### src/rtl/mask_writeback_collector.sv
// Write-out collector for the convolutional unit: stores each {harris, pixel} beat into
// an N*N result RAM, counts beats and corners, flags protocol errors, serves host reads.
module mask_writeback_collector #(
  parameter int N          = 8,
  parameter int bitSize    = 6,
  parameter int pixelWidth = 8
) (
  input  logic                  clk,
  input  logic                  rst_n,
  input  logic                  in_wr_en,
  input  logic [bitSize:0]      in_addr,
  input  logic [pixelWidth-1:0] in_pixel,
  input  logic                  in_harris,
  input  logic                  clear,
  input  logic [bitSize:0]      rd_addr,
  output logic [pixelWidth-1:0] rd_pixel,
  output logic                  rd_harris,
  output logic                  busy,
  output logic                  frame_ready,
  output logic                  frame_done,
  output logic [bitSize+1:0]    beat_count,
  output logic [bitSize+1:0]    harris_count,
  output logic                  seq_err,
  output logic                  overrun_err
);

  localparam int AW    = bitSize + 1;
  localparam int CW    = bitSize + 2;
  localparam int DEPTH = N * N;
  localparam int IW    = (DEPTH > 1) ? $clog2(DEPTH) : 1;
  localparam logic [AW:0] DEPTH_C = (AW+1)'(DEPTH);

  localparam logic [1:0] S_DRAIN   = 2'd0;
  localparam logic [1:0] S_IDLE    = 2'd1;
  localparam logic [1:0] S_COLLECT = 2'd2;
  localparam logic [1:0] S_DONE    = 2'd3;

  logic [1:0]          state;
  logic [1:0]          state_nxt;
  logic [AW-1:0]       last_addr;
  logic [pixelWidth:0] mem [0:DEPTH-1];

  logic first_beat;
  logic take;
  logic in_range;
  logic rd_in_range;

  function automatic logic [CW-1:0] sat_inc(input logic [CW-1:0] val, input logic inc);
    if (inc && (val != {CW{1'b1}}))
      return val + 1'b1;
    return val;
  endfunction

  // The producer holds each address for two clocks; only an address change is a new beat.
  always_comb begin
    first_beat  = (state == S_IDLE);
    take        = in_wr_en && !clear &&
                  (first_beat || ((state == S_COLLECT) && (in_addr != last_addr)));
    in_range    = ({1'b0, in_addr} < DEPTH_C);
    rd_in_range = ({1'b0, rd_addr} < DEPTH_C);
  end

  always_comb begin
    state_nxt = state;
    case (state)
      S_DRAIN:   if (!in_wr_en) state_nxt = S_IDLE;
      S_IDLE:    if (in_wr_en && !clear) state_nxt = S_COLLECT;
      S_COLLECT: begin
        if (clear)          state_nxt = S_DRAIN;
        else if (!in_wr_en) state_nxt = S_DONE;
      end
      default: begin
        if (clear) state_nxt = in_wr_en ? S_DRAIN : S_IDLE;
      end
    endcase
  end

  always_ff @(posedge clk or negedge rst_n) begin
    if (!rst_n) begin
      state        <= S_DRAIN;
      last_addr    <= '0;
      beat_count   <= '0;
      harris_count <= '0;
      seq_err      <= 1'b0;
      overrun_err  <= 1'b0;
      frame_done   <= 1'b0;
    end else begin
      state      <= state_nxt;
      frame_done <= (state == S_COLLECT) && !clear && !in_wr_en;
      if (clear) begin
        beat_count   <= '0;
        harris_count <= '0;
        seq_err      <= 1'b0;
        overrun_err  <= 1'b0;
      end else begin
        if (take) begin
          last_addr <= in_addr;
          if (first_beat) begin
            beat_count   <= CW'(in_range);
            harris_count <= CW'(in_range && in_harris);
          end else begin
            beat_count   <= sat_inc(beat_count, in_range);
            harris_count <= sat_inc(harris_count, in_range && in_harris);
          end
          if (!in_range || (!first_beat && (in_addr < last_addr)))
            seq_err <= 1'b1;
        end
        if ((state == S_DONE) && in_wr_en)
          overrun_err <= 1'b1;
      end
    end
  end

  // Result RAM: not reset, write port from the beat stream.
  always_ff @(posedge clk) begin
    if (take && in_range)
      mem[in_addr[IW-1:0]] <= {in_harris, in_pixel};
  end

  // Registered host read; a same-cycle write is seen on the following read.
  always_ff @(posedge clk or negedge rst_n) begin
    if (!rst_n) begin
      rd_pixel  <= '0;
      rd_harris <= 1'b0;
    end else if (rd_in_range) begin
      {rd_harris, rd_pixel} <= mem[rd_addr[IW-1:0]];
    end else begin
      rd_pixel  <= '0;
      rd_harris <= 1'b0;
    end
  end

  assign busy        = (state == S_COLLECT);
  assign frame_ready = (state == S_DONE);

endmodule

### config.mk
export PLATFORM = sky130hd
export DESIGN_NAME = mask_writeback_collector
export DESIGN_NICKNAME = d
export VERILOG_FILES = /design/src/rtl/mask_writeback_collector.sv
export SDC_FILE = /design/constraint.sdc
export NUM_CORES = 1
export LEC_CHECK = 0
export ABC_AREA = 0
export CAP_MARGIN = 20
export CORE_MARGIN = 5
export CORE_UTILIZATION = 38
export DETAILED_ROUTE_END_ITERATION = 7
export MAX_ROUTING_LAYER = met4
export PLACE_DENSITY_LB_ADDON = 0.15
export SLEW_MARGIN = 10
export SYNTH_ARGS = -nofsm -noshare
export SYNTH_HDL_FRONTEND = slang
export SYNTH_SLANG_ARGS = --single-unit
### constraint.sdc
create_clock -name clk -period 4.5 [get_ports clk]
set_clock_uncertainty 0.15 [all_clocks]
set_input_delay 0.9 -clock clk [delete_from_list [all_inputs] [get_ports clk]]
set_output_delay 0.9 -clock clk [all_outputs]
set_load 0.005 [all_outputs]
Word level (Yosys, flattened, before mapping) --
Memory sizes are Yosys's and may differ from the RTL's. Index checks and enable logic that the tools add are counted. W data, S select, Z words.
Word-level totals: register bits after elaboration 37, bits in writable memories 576, input bits 27, output and inout bits 30, logic and storage cells 88, memories kept 1
Memory list:
- mem | words 64, bits a word 9, read ports 1, clocked after Yosys merged registers in 0, wr ports 1, line 41 | logic [pixelWidth:0] mem [0:DEPTH-1];
Cells by class: add/sub/neg operators 2, magnitude comparators 3, equal/unequal tests 9, multiplexer cells 34, bitwise operators 1, reductions and logical operators 29
Operators by type and width (number):
- $mux W8 | 11
- $mux W1 | 17
- $add A8 B1 Y8 const B | 2
- $ne A8 B8 Y1 const B | 2
- $lt A7 B7 Y1 const B | 2
- $logic_and A1 B1 Y1 | 11
- $mux W2 | 5
- $reduce_and A2 Y1 | 4
- $lt A7 B7 Y1 | 1
- $ne A7 B7 Y1 | 1
- $pmux W2 S3 | 1
- $reduce_bool A2 Y1 | 3
- $reduce_bool A3 Y1 | 2
- $eq A2 B2 Y1 const B | 2
- $logic_not A1 Y1 | 4
- $reduce_and A4 Y1 | 1
- $reduce_bool A4 Y1 | 1
- $ne A3 B3 Y1 const B | 1
- $eq A2 B1 Y1 const B | 1
- $logic_not A2 Y1 | 1
- $logic_or A1 B1 Y1 | 2
- $ne A2 B1 Y1 const B | 1
- $ne A2 B2 Y1 const B | 1
- $not A1 Y1 | 1

Logic depth before layout (Yosys ltp) --
Gate-level depths: netlist (run 1).
depth in word-level cells 11, gate-level depth with buffers 10

Worst setup path before layout (run 1) --
OpenSTA, ideal clock, no wires.
path kind input to register, start point in in_addr[0], end point mem mem[57][0] (netlist name) (enable), setup time 374 ps, data arrival time 2765 ps, data required time 3976 ps, path slack 1211 ps, cell stages on the path 9, buffers on the path 2, path through clkbuf_1 -> inv_1 -> ha_1 -> nand3_1 -> o211a_1 -> o21ba_2 -> buf_2 -> nand4b_1 -> nor2_1
On the way: longest elaborated chain between the ends 7, elaborated cells between the ends (all ways) 8, those cells by class order compare: 1; eq/ne: 1; mux: 2; reduce/logical: 4
Ends and longest elaborated chain:
- start: declaration | line 11 | input logic [bitSize:0] in_addr,
- parallel branches: the longest is 7 deep, another holds $lt A7 B7 Y1
- end: declaration | line 41
Several ways; the timed one is not identified.

Final worst setup path (run 1) --
start point in in_addr[0], end point mem mem[57][2] (netlist name) (enable)
The elaborated chain is that of the path after synthesis.

==> reports/results.txt, run 1 <==
path type of the worst setup path: input port to flip-flop
Total Neg Setup Slack: 0 ps
Clock power frac: 42.3%
IO buf count: 56
Leak Pwr: 9.28 nW
clock slew seen by the registers of the worst setup and hold paths: 60 ps
Initial DRC Count: 1027
wire length of the first global-routing pass: 89.0 mm
flip-flop and latch count after synthesis: 613
total power density per cell area: 429 nW/µm²
share of total power in sequential cells: 51.6%
number of flops mapped to enable cells by yosys: 576
post-cts resize count: 0
Net Sw Frac: 21.7%
commonest cells after routing, fill and taps aside: 576 x sky130_fd_sc_hd__edfxtp_1, 115 x sky130_fd_sc_hd__mux4_2, 106 x sky130_fd_sc_hd__buf_4
number of distinct library cells after synthesis: 66
Worst EP arrival: 3590 ps
number of global-route vias before repair: 12800
total of hold buffers inserted after clock tree synthesis: 0
type of destination of the critical path: flip-flop
placed wire-length estimate: 38.6 mm
Rows: 93
Ports: 57
most instantiated flip-flop cell in the synthesis netlist: sky130_fd_sc_hd__edfxtp_1
syn_area_per_cell: 19.9 µm²
insertion delay to the later sink of the worst-skew pair: 590 ps
net count after synthesis: 1261
Slew HR: 34.4%
pins over their slew limit: 0
CTS root buf: sky130_fd_sc_hd__clkbuf_16
count of endpoints failing setup in the final report: 0
peak clock frequency supported by timing: 284 MHz
cells on worst reg2reg path: 6
Remaining DRCs: 0
worst vdd ir: 0.243 mV
number of clock sinks seen by CTS: 613
setup repair after global routing missed its margin: false
crit path launch type: input port
Post-synth ARST share: 6.04%
final routed wire length divided by cell count: 26.1 µm
MaxCap Viol Count: 0
most common library cell in the layout ignoring fill and taps: sky130_fd_sc_hd__edfxtp_1
H-tree depth: 3
fraction of layout instances using a drive strength above 1: 24.1%
Gate power share: 6.1%
status: finished clean
overall track demand over capacity in global routing: 17.8%
number of iterations in the first detailed-routing pass: 7
Core Footprint: 64000 µm²
maximum fanout encountered on the critical timing path: 22
final-report hold violation count: 0
total number of nets in the final design: 1429
utilization after layout: 44.5%
routability congestion estimate from global placement: 0.789
net switching power figure: 0.00265 W
Die Area: 69400 µm²
TritonCTS clock tree: built
floorplan die width: 263 µm
DRT Wirelength: 60.0 mm
fraction of synthesized cell area taken by the top area cell type: 70.8%
critical path data required time: 4560 ps
Post-Synthesis Cells: 1225
final global-route overflow total: 0
postcts setup bufs: 0
antenna-violating nets left: 0
overall via count from detail_route: 12400
top area cells in the synthesized netlist: sky130_fd_sc_hd__edfxtp_1 71%, sky130_fd_sc_hd__mux4_2 11%, sky130_fd_sc_hd__dfrtp_1 3.8%
initial core utilization: 38.2%
top cell type by total area after synthesis: sky130_fd_sc_hd__edfxtp_1
Period minus WS final: 3530 ps
type of the worst min-delay path: input port to async pin
total standard cell area after synthesis: 24400 µm²
count of synthesis-stage warnings from yosys: 0
transition time of the tightest slew-check pin: 984 ps
share of the cycle needed by the critical path after routing: 78.3%
Die Y: 263 µm
total design power: 0.0122 W
pin count of the biggest net entering global routing: 65
Layout Area Growth over Synthesis: 16.6%
initial antenna violation count: 1
number of vias per cell: 5.41
sequential-to-total area share from yosys stat: 74.6%
number of buffers on the longest clock path: 3
total internal power: 0.00957 W
number of buffers created by CTS: 67
[power by group through the flow]
stage	logic (W)	clock network [W]	registers, W
2_1_floorplan	0.000414	0	0.00643
3_3_place_gp	0.000753	0	0.00643
3_5_place_dp	0.000759	0	0.00643
4_1_cts	0.000760	0.00533	0.00631
5_1_grt	0.000814	0.00557	0.00631
6_report	0.000744	0.00517	0.00631
[final cells by class]
| type | instances | area [µm²] |
|---|---|---|
| inverters | 10 | 37.5 |
| fillers | 5554 | 35500 |
| diodes | 1 | 2.50 |
| flip-flops and latches | 613 | 18200 |
| multi-input cells | 536 | 5670 |
| clock buffers | 84 | 1870 |
| well taps | 855 | 1070 |
| clock inverters | 34 | 208 |
| repair buffers | 165 | 1390 |
[final timing paths]
path	startpoint	to	slack, ps
max	in_addr[0]	mem[57][2]	970
min	rst_n	last_addr[4]	100
max reg2reg	state[0]	mem[57][2]	1520
min reg2reg	last_addr[0]	last_addr[0]	380
max in group asynchronous	rst_n	harris_count[7]	3570
min in group clk	last_addr[0]	last_addr[0]	380
[worst max-delay path: stages]
cell,delay (ps)
sky130_fd_sc_hd__clkdlybuf4s50_1,620
sky130_fd_sc_hd__inv_1,100
sky130_fd_sc_hd__ha_1,300
sky130_fd_sc_hd__nand3_1,80
sky130_fd_sc_hd__o211a_1,200
sky130_fd_sc_hd__o21ba_2,410
sky130_fd_sc_hd__nand4b_1,170
sky130_fd_sc_hd__buf_4,220
sky130_fd_sc_hd__nor2_1,570
[Yosys cell counts (10+ instances only)]
library cell	n
sky130_fd_sc_hd__nand3_1	10
sky130_fd_sc_hd__edfxtp_1	576
sky130_fd_sc_hd__dfrtp_1	37
sky130_fd_sc_hd__o21ai_0	21
sky130_fd_sc_hd__mux2i_1	37
sky130_fd_sc_hd__o22ai_1	16
sky130_fd_sc_hd__a21oi_1	25
sky130_fd_sc_hd__nor2b_1	20
sky130_fd_sc_hd__nand2_1	28
sky130_fd_sc_hd__mux4_2	115
sky130_fd_sc_hd__buf_2	22
sky130_fd_sc_hd__nor2_1	83
sky130_fd_sc_hd__inv_1	10
sky130_fd_sc_hd__a211oi_1	16
sky130_fd_sc_hd__buf_6	14
sky130_fd_sc_hd__mux4_1	20
[stage by stage]
step / hold slack [ps] / worst slack (ps) / cells / cell area, µm²
3_3_place_gp: 348 / 450 / 2177 / 26400
2_1_floorplan: 335 / 1210 / 1225 / 24400
3_5_place_dp: 346 / 366 / 2177 / 26400
6_report: 101 / 975 / 2298 / 28500
5_1_grt: 95.8 / 827 / 2297 / 28500
4_1_cts: 351 / 972 / 2295 / 28400
[layer usage]
layer / vias to the layer above / part of all wire, % / track usage (%)
li1: 5420 / - / -
met1: 6548 / 45 / 25.2
met2: 377 / 47 / 27.1
met3: 85 / 5.9 / 3.36
met4: 0 / 1.7 / 4.37
met5: - / 0 / -
[state kept, by name (all words and copies together) (netlist names)]
signal,cells
mem,576
beat_count,8
harris_count,8
rd_pixel,8
last_addr,7
state,2
frame_done,1
overrun_err,1
rd_harris,1
seq_err,1
[cell families (layout without fill, tap and decap cells)]
group,after synthesis,after routing,synth area share (%)
flops,613,613,74.6
simple gates,206,206,4.25
mux,174,174,14.4
compound gates,146,146,4.11
buf+inv,76,293,2.14
fa+ha+maj,9,9,0.461
xor+xnor,1,1,0.0359
other cells,0,1,0
No activity file was read; power rests on OpenSTA's default activity.
==> inputs of run 2 (changes only) <==
clock period = 3.5 ns   (was 4.5 ns; I/O delays follow)
==> run 2 against run 1 <==
Compared with the run above: power is 30% higher; die area stayed put; cell count is 1.5% higher; clock power is 31% higher; largest power group unchanged; flip-flop and latch count stayed put.
==> reports/results.txt, run 2 (synthesis gave the netlist of run 1 again) <==
peak clock frequency supported by timing: 365 MHz
final global-route overflow total: 0
Initial DRC Count: 1117
IO buf count: 56
path type of the worst setup path: flip-flop to primary output
initial core utilization: 38.2%
Ports: 57
crit path launch type: flip-flop
MaxCap Viol Count: 0
maximum cell stage delay along the critical path: 560 ps
pin count of the biggest net entering global routing: 45
H-tree depth: 3
count of endpoints failing setup in the final report: 0
critical path's top delay family: buffers and inverters
worst vdd ir: 0.293 mV
Buf/Inv on CP: 1
ANT cells: 0
setup repair after global routing missed its margin: false
total number of nets in the final design: 1466
Total Neg Setup Slack: 0 ps
wire length of the first global-routing pass: 91.2 mm
Slew HR: 48.4%
Slowest-stage cell, CP: sky130_fd_sc_hd__clkdlybuf4s50_1
insertion delay to the later sink of the worst-skew pair: 590 ps
total design power: 0.0159 W
initial antenna violation count: 0
most common library cell in the layout ignoring fill and taps: sky130_fd_sc_hd__edfxtp_1
Gate power share: 6.4%
final-report hold violation count: 0
Rows: 93
share of total power in sequential cells: 51.1%
Period minus WS final: 2740 ps
final routed wire length divided by cell count: 26.8 µm
critical path data required time: 2650 ps
Leak Pwr: 9.51 nW
status: finished clean
number of clock sinks seen by CTS: 613
fraction of layout instances using a drive strength above 1: 25.7%
Die Area: 69400 µm²
postcts setup bufs: 0
commonest cells after routing, fill and taps aside: 576 x sky130_fd_sc_hd__edfxtp_1, 134 x sky130_fd_sc_hd__buf_4, 115 x sky130_fd_sc_hd__mux4_2
CTS root buf: sky130_fd_sc_hd__clkbuf_16
instance area after placement: 26700 µm²
reg-to-reg slack, setup: 1020 ps
number of global-route vias before repair: 12900
DRT Wirelength: 62.4 mm
number of buffers on the longest clock path: 3
pins over their slew limit: 0
overall via count from detail_route: 12700
total internal power: 0.0125 W
placed wire-length estimate: 41.0 mm
final hold slack: 339 ps
net switching power figure: 0.00342 W
number of buffers created by CTS: 67
total power density per cell area: 551 nW/µm²
post-route non-filler standard cell count: 2332
Worst EP arrival: 1890 ps
antenna-violating nets left: 0
maximum fanout encountered on the critical timing path: 7
floorplan die width: 263 µm
Die Y: 263 µm
clock slew seen by the registers of the worst setup and hold paths: 50 ps
share of the cycle needed by the critical path after routing: 78.2%
TritonCTS clock tree: built
flip-flop count of the largest register, all copies and words added: 576
number of vias per cell: 5.44
Layout Area Growth over Synthesis: 18.2%
transition time of the tightest slew-check pin: 773 ps
type of destination of the critical path: primary output
type of the worst min-delay path: input port to flip-flop
routability congestion estimate from global placement: 0.812
Core Footprint: 64000 µm²
Net Sw Frac: 21.5%
cell count after placement: 2214
overall track demand over capacity in global routing: 18.4%
Clock power frac: 42.6%
worst-path cell chain: nor2b_1 > clkdlybuf4s50_1
Remaining DRCs: 0
post-route cell area: 28900 µm²
number of iterations in the first detailed-routing pass: 5
## run 2: repair_timing
item                      4_1_cts  5_1_grt
hold endpoints to repair        0       12
gates resized for setup         0        0
hold buffers                    0        1
## run 2: metrics by stage
step           util [%]  worst slack (ps)
2_1_floorplan         -               411
3_3_place_gp       41.8               255
3_5_place_dp       41.8               250
4_1_cts            45.0               721
5_1_grt            45.1               642
6_report           45.1               762
## run 2: layout make-up
cell class              instances  area [µm²]
repair buffers                202        1760
well taps                     855        1070
clock inverters                22         158
inverters                      10        37.5
fillers                      5562       35100
multi-input cells             536        5670
clock buffers                  94        1940
flip-flops and latches        613       18200
## run 2: power by group through the flow
stage | Combinational (W) | Sequential [W] | Clock (W)
after floorplan | 0.000532 | 0.00826 | 0
after global routing | 0.00110 | 0.00812 | 0.00726
after global placement | 0.00102 | 0.00827 | 0
after detailed placement | 0.00102 | 0.00827 | 0
final | 0.00101 | 0.00812 | 0.00677
after CTS | 0.00103 | 0.00812 | 0.00694
## run 2: worst register-to-register path: stages, from the launching register on
cell                      delay (ps)
sky130_fd_sc_hd__dfrtp_1         360
sky130_fd_sc_hd__inv_1            80
sky130_fd_sc_hd__ha_1            240
sky130_fd_sc_hd__nand4_1         130
sky130_fd_sc_hd__o211a_1         200
sky130_fd_sc_hd__o21ba_2         260
sky130_fd_sc_hd__nand4_1         120
sky130_fd_sc_hd__buf_4           230
sky130_fd_sc_hd__nor2_1          170
sky130_fd_sc_hd__buf_4           220
## run 2: metal layers
layer	vias to the layer above	GRT usage, %	wire length [µm]
met5	-	-	0
met1	6708	26.3	28300
met3	84	3.43	3890
met2	406	27.5	29000
li1	5493	-	-
met4	0	4.92	1240
## run 2: final timing paths
path	from	end	depth (start not counted)
min in group asynchronous	rst_n	last_addr[4]	2
worst min-delay path	in_harris	mem[12][8]	1
max in group asynchronous	rst_n	harris_count[4]	3
worst min register to register	last_addr[0]	last_addr[0]	1
worst max register to register	last_addr[4]	mem[13][7]	9
worst max-delay path	state[1]	busy	2
==> inputs of run 3 (changes only) <==
clock period = 2.2 ns   (was 3.5 ns; I/O delays follow)
==> run 3 against run 2 <==
Compared with the run above: the flow now finishes with violations (negative setup slack); non-clock buffer count is 121 higher; power is 64% higher; worst setup slack worse by 1000 ps; via count is 5.2% higher; first-iteration DRC count is 3.4% higher; sequential power is 59% higher; clock-buffer cell count is 5 lower; combinational power is 100% higher; design area is 9.3% higher; clock power is 65% higher; sequential share of layout area is 5.4 points lower; cell count is 6.3% higher; critical endpoint is now mem[56][2]; largest power group unchanged; highest routed layer unchanged.
==> reports/results.txt, run 3 (synthesis gave the netlist of run 1 again) <==
commonest cells after routing, fill and taps aside: 576 x sky130_fd_sc_hd__edfxtp_1, 153 x sky130_fd_sc_hd__buf_4, 116 x sky130_fd_sc_hd__mux4_2
worst hold path stage count: 1
total design power: 0.0261 W
number of global-route vias before repair: 13600
H-tree depth: 3
Die Area: 69400 µm²
pins over their slew limit: 0
sink of the worst hold path: mem[60][2]
post-route cell area: 31500 µm²
final routed wire length divided by cell count: 26.1 µm
Initial DRC Count: 1155
CTS root buf: sky130_fd_sc_hd__clkbuf_16
Total Neg Setup Slack: -84810 ps
Ports: 57
clock slew seen by the registers of the worst setup and hold paths: 60 ps
maximum cell stage delay along the critical path: 370 ps
status: complete, but fails checks
instance area after placement: 27600 µm²
reg-to-reg slack, setup: -260 ps
count of endpoints failing setup in the final report: 579
most common library cell in the layout ignoring fill and taps: sky130_fd_sc_hd__edfxtp_1
worst min-delay path startpoint: in_pixel[2]
Layout Area Growth over Synthesis: 29.2%
MaxCap Viol Count: 0
overall via count from detail_route: 13400
number of iterations in the first detailed-routing pass: 4
worst reg2reg path startpoint: last_addr[6]
share of the cycle needed by the critical path after routing: 112%
type of the worst min-delay path: input port to flip-flop
TritonCTS clock tree: built
routability congestion estimate from global placement: 0.883
Slowest-stage cell, CP: sky130_fd_sc_hd__dfrtp_1
critical path data required time: 2350 ps
path type of the worst setup path: flip-flop to flip-flop
critical path's top delay family: buffers and inverters
DRT Wirelength: 64.8 mm
maximum fanout encountered on the critical timing path: 9
overall track demand over capacity in global routing: 18.7%
total number of nets in the final design: 1603
R2R Path End: mem[56][2]
floorplan die width: 263 µm
Period minus WS final: 2460 ps
cells on worst reg2reg path: 10
setup repair after global routing missed its margin: true
total power density per cell area: 828 nW/µm²
post-placement setup slack: -1310 ps
Remaining DRCs: 0
initial antenna violation count: 1
number of vias per cell: 5.39
fillcell total: 5323
final-report hold violation count: 0
number of buffers on the longest clock path: 3
Worst EP arrival: 2600 ps
worst setup margin: -255 ps
violated checks: negative setup slack
IO buf count: 56
final global-route overflow total: 0
flip-flop count of the largest register, all copies and words added: 576
worst vdd ir: 0.473 mV
Buf/Inv on CP: 4
worst-path cell chain: inv_2 > ha_4 > nand4_1 > o211a_1 > o21ba_4 > nand3b_1 > buf_8 > buf_6 > nor2_4 > buf_12
Leak Pwr: 10.4 nW
placed wire-length estimate: 41.6 mm
antenna-violating nets left: 0
insertion delay to the later sink of the worst-skew pair: 600 ps
Core Footprint: 64000 µm²
number of buffers created by CTS: 67
type of destination of the critical path: flip-flop
number of clock sinks seen by CTS: 613
Die Y: 263 µm
wire length of the first global-routing pass: 93.8 mm
Rows: 93
fraction of layout instances using a drive strength above 1: 37.5%
transition time of the tightest slew-check pin: 905 ps
crit path launch type: flip-flop
initial core utilization: 38.2%
peak clock frequency supported by timing: 407 MHz
pin count of the biggest net entering global routing: 65
Slew HR: 39.7%
==> run 3: timing repair <==
| action | in CTS | in global routing |
|---|---|---|
| hold buffers | 1 | 0 |
| endpoints found under the setup margin | 594 | 605 |
| cloned | 5 | 25 |
| setup buffers | 23 | 22 |
| hold endpoints to repair | 15 | 0 |
| pin swaps | 26 | 46 |
| gates resized for setup | 132 | 97 |
==> run 3: metal layers <==
metal | track usage (%) | vias to the layer above | wire length, µm
met5 | - | - | 0
met4 | 4.61 | 0 | 1100
met3 | 3.07 | 82 | 3760
met2 | 28.7 | 410 | 31000
met1 | 26.6 | 7048 | 28900
li1 | - | 5812 | -
==> run 3: cell type report <==
| cell class | instances | area [µm²] | area share, % |
|---|---|---|---|
| tap | 855 | 1070 | 3.39 |
| multi-input combinational | 552 | 6480 | 20.5 |
| sequential | 613 | 18200 | 57.8 |
| clock inverter | 33 | 304 | 0.964 |
| clock buffer | 89 | 1890 | 5.98 |
| antenna | 4 | 10.0 | 0.0317 |
| timing repair buffer | 323 | 3530 | 11.2 |
| inverter | 10 | 37.5 | 0.119 |
==> run 3: worst max path at each step <==
stage	startpoint	end	slack [ps]	cells after the start
final	last_addr[6]	mem[56][2]	-260	10
after global routing	last_addr[3]	mem[56][2]	-320	10
after CTS	last_addr[0]	mem[41][8]	-230	9
after detailed placement	in_addr[4]	mem[44][5]	-1310	8
after global placement	in_addr[0]	mem[44][0]	-1210	9
after floorplan	in_addr[0]	mem[17][0]	-520	9
==> run 3: through the flow <==
stage,hold slack [ps],instances,utilization [%]
2_1_floorplan,-5.59,1225,-
3_3_place_gp,290,2279,43.1
3_5_place_dp,293,2279,43.1
4_1_cts,154,2430,47.9
5_1_grt,173,2475,49.3
6_report,169,2479,49.3
==> run 3: power by group <==
group | internal, W | switching (W)
clock | 0.00664 | 0.00451
combinational | 0.000929 | 0.00114
sequential | 0.0128 | 0.0000488
total | 0.0204 | 0.00569
==> run 3: worst register-to-register path, delay by kind of cell, from the launching register on <==
family | cells | cell delay (ps)
AOI/OAI and AO/OA | 2 | 480
buffers and inverters | 4 | 580
and+or+nand+nor | 3 | 370
DFF | 1 | 370
adders and majority gates | 1 | 200
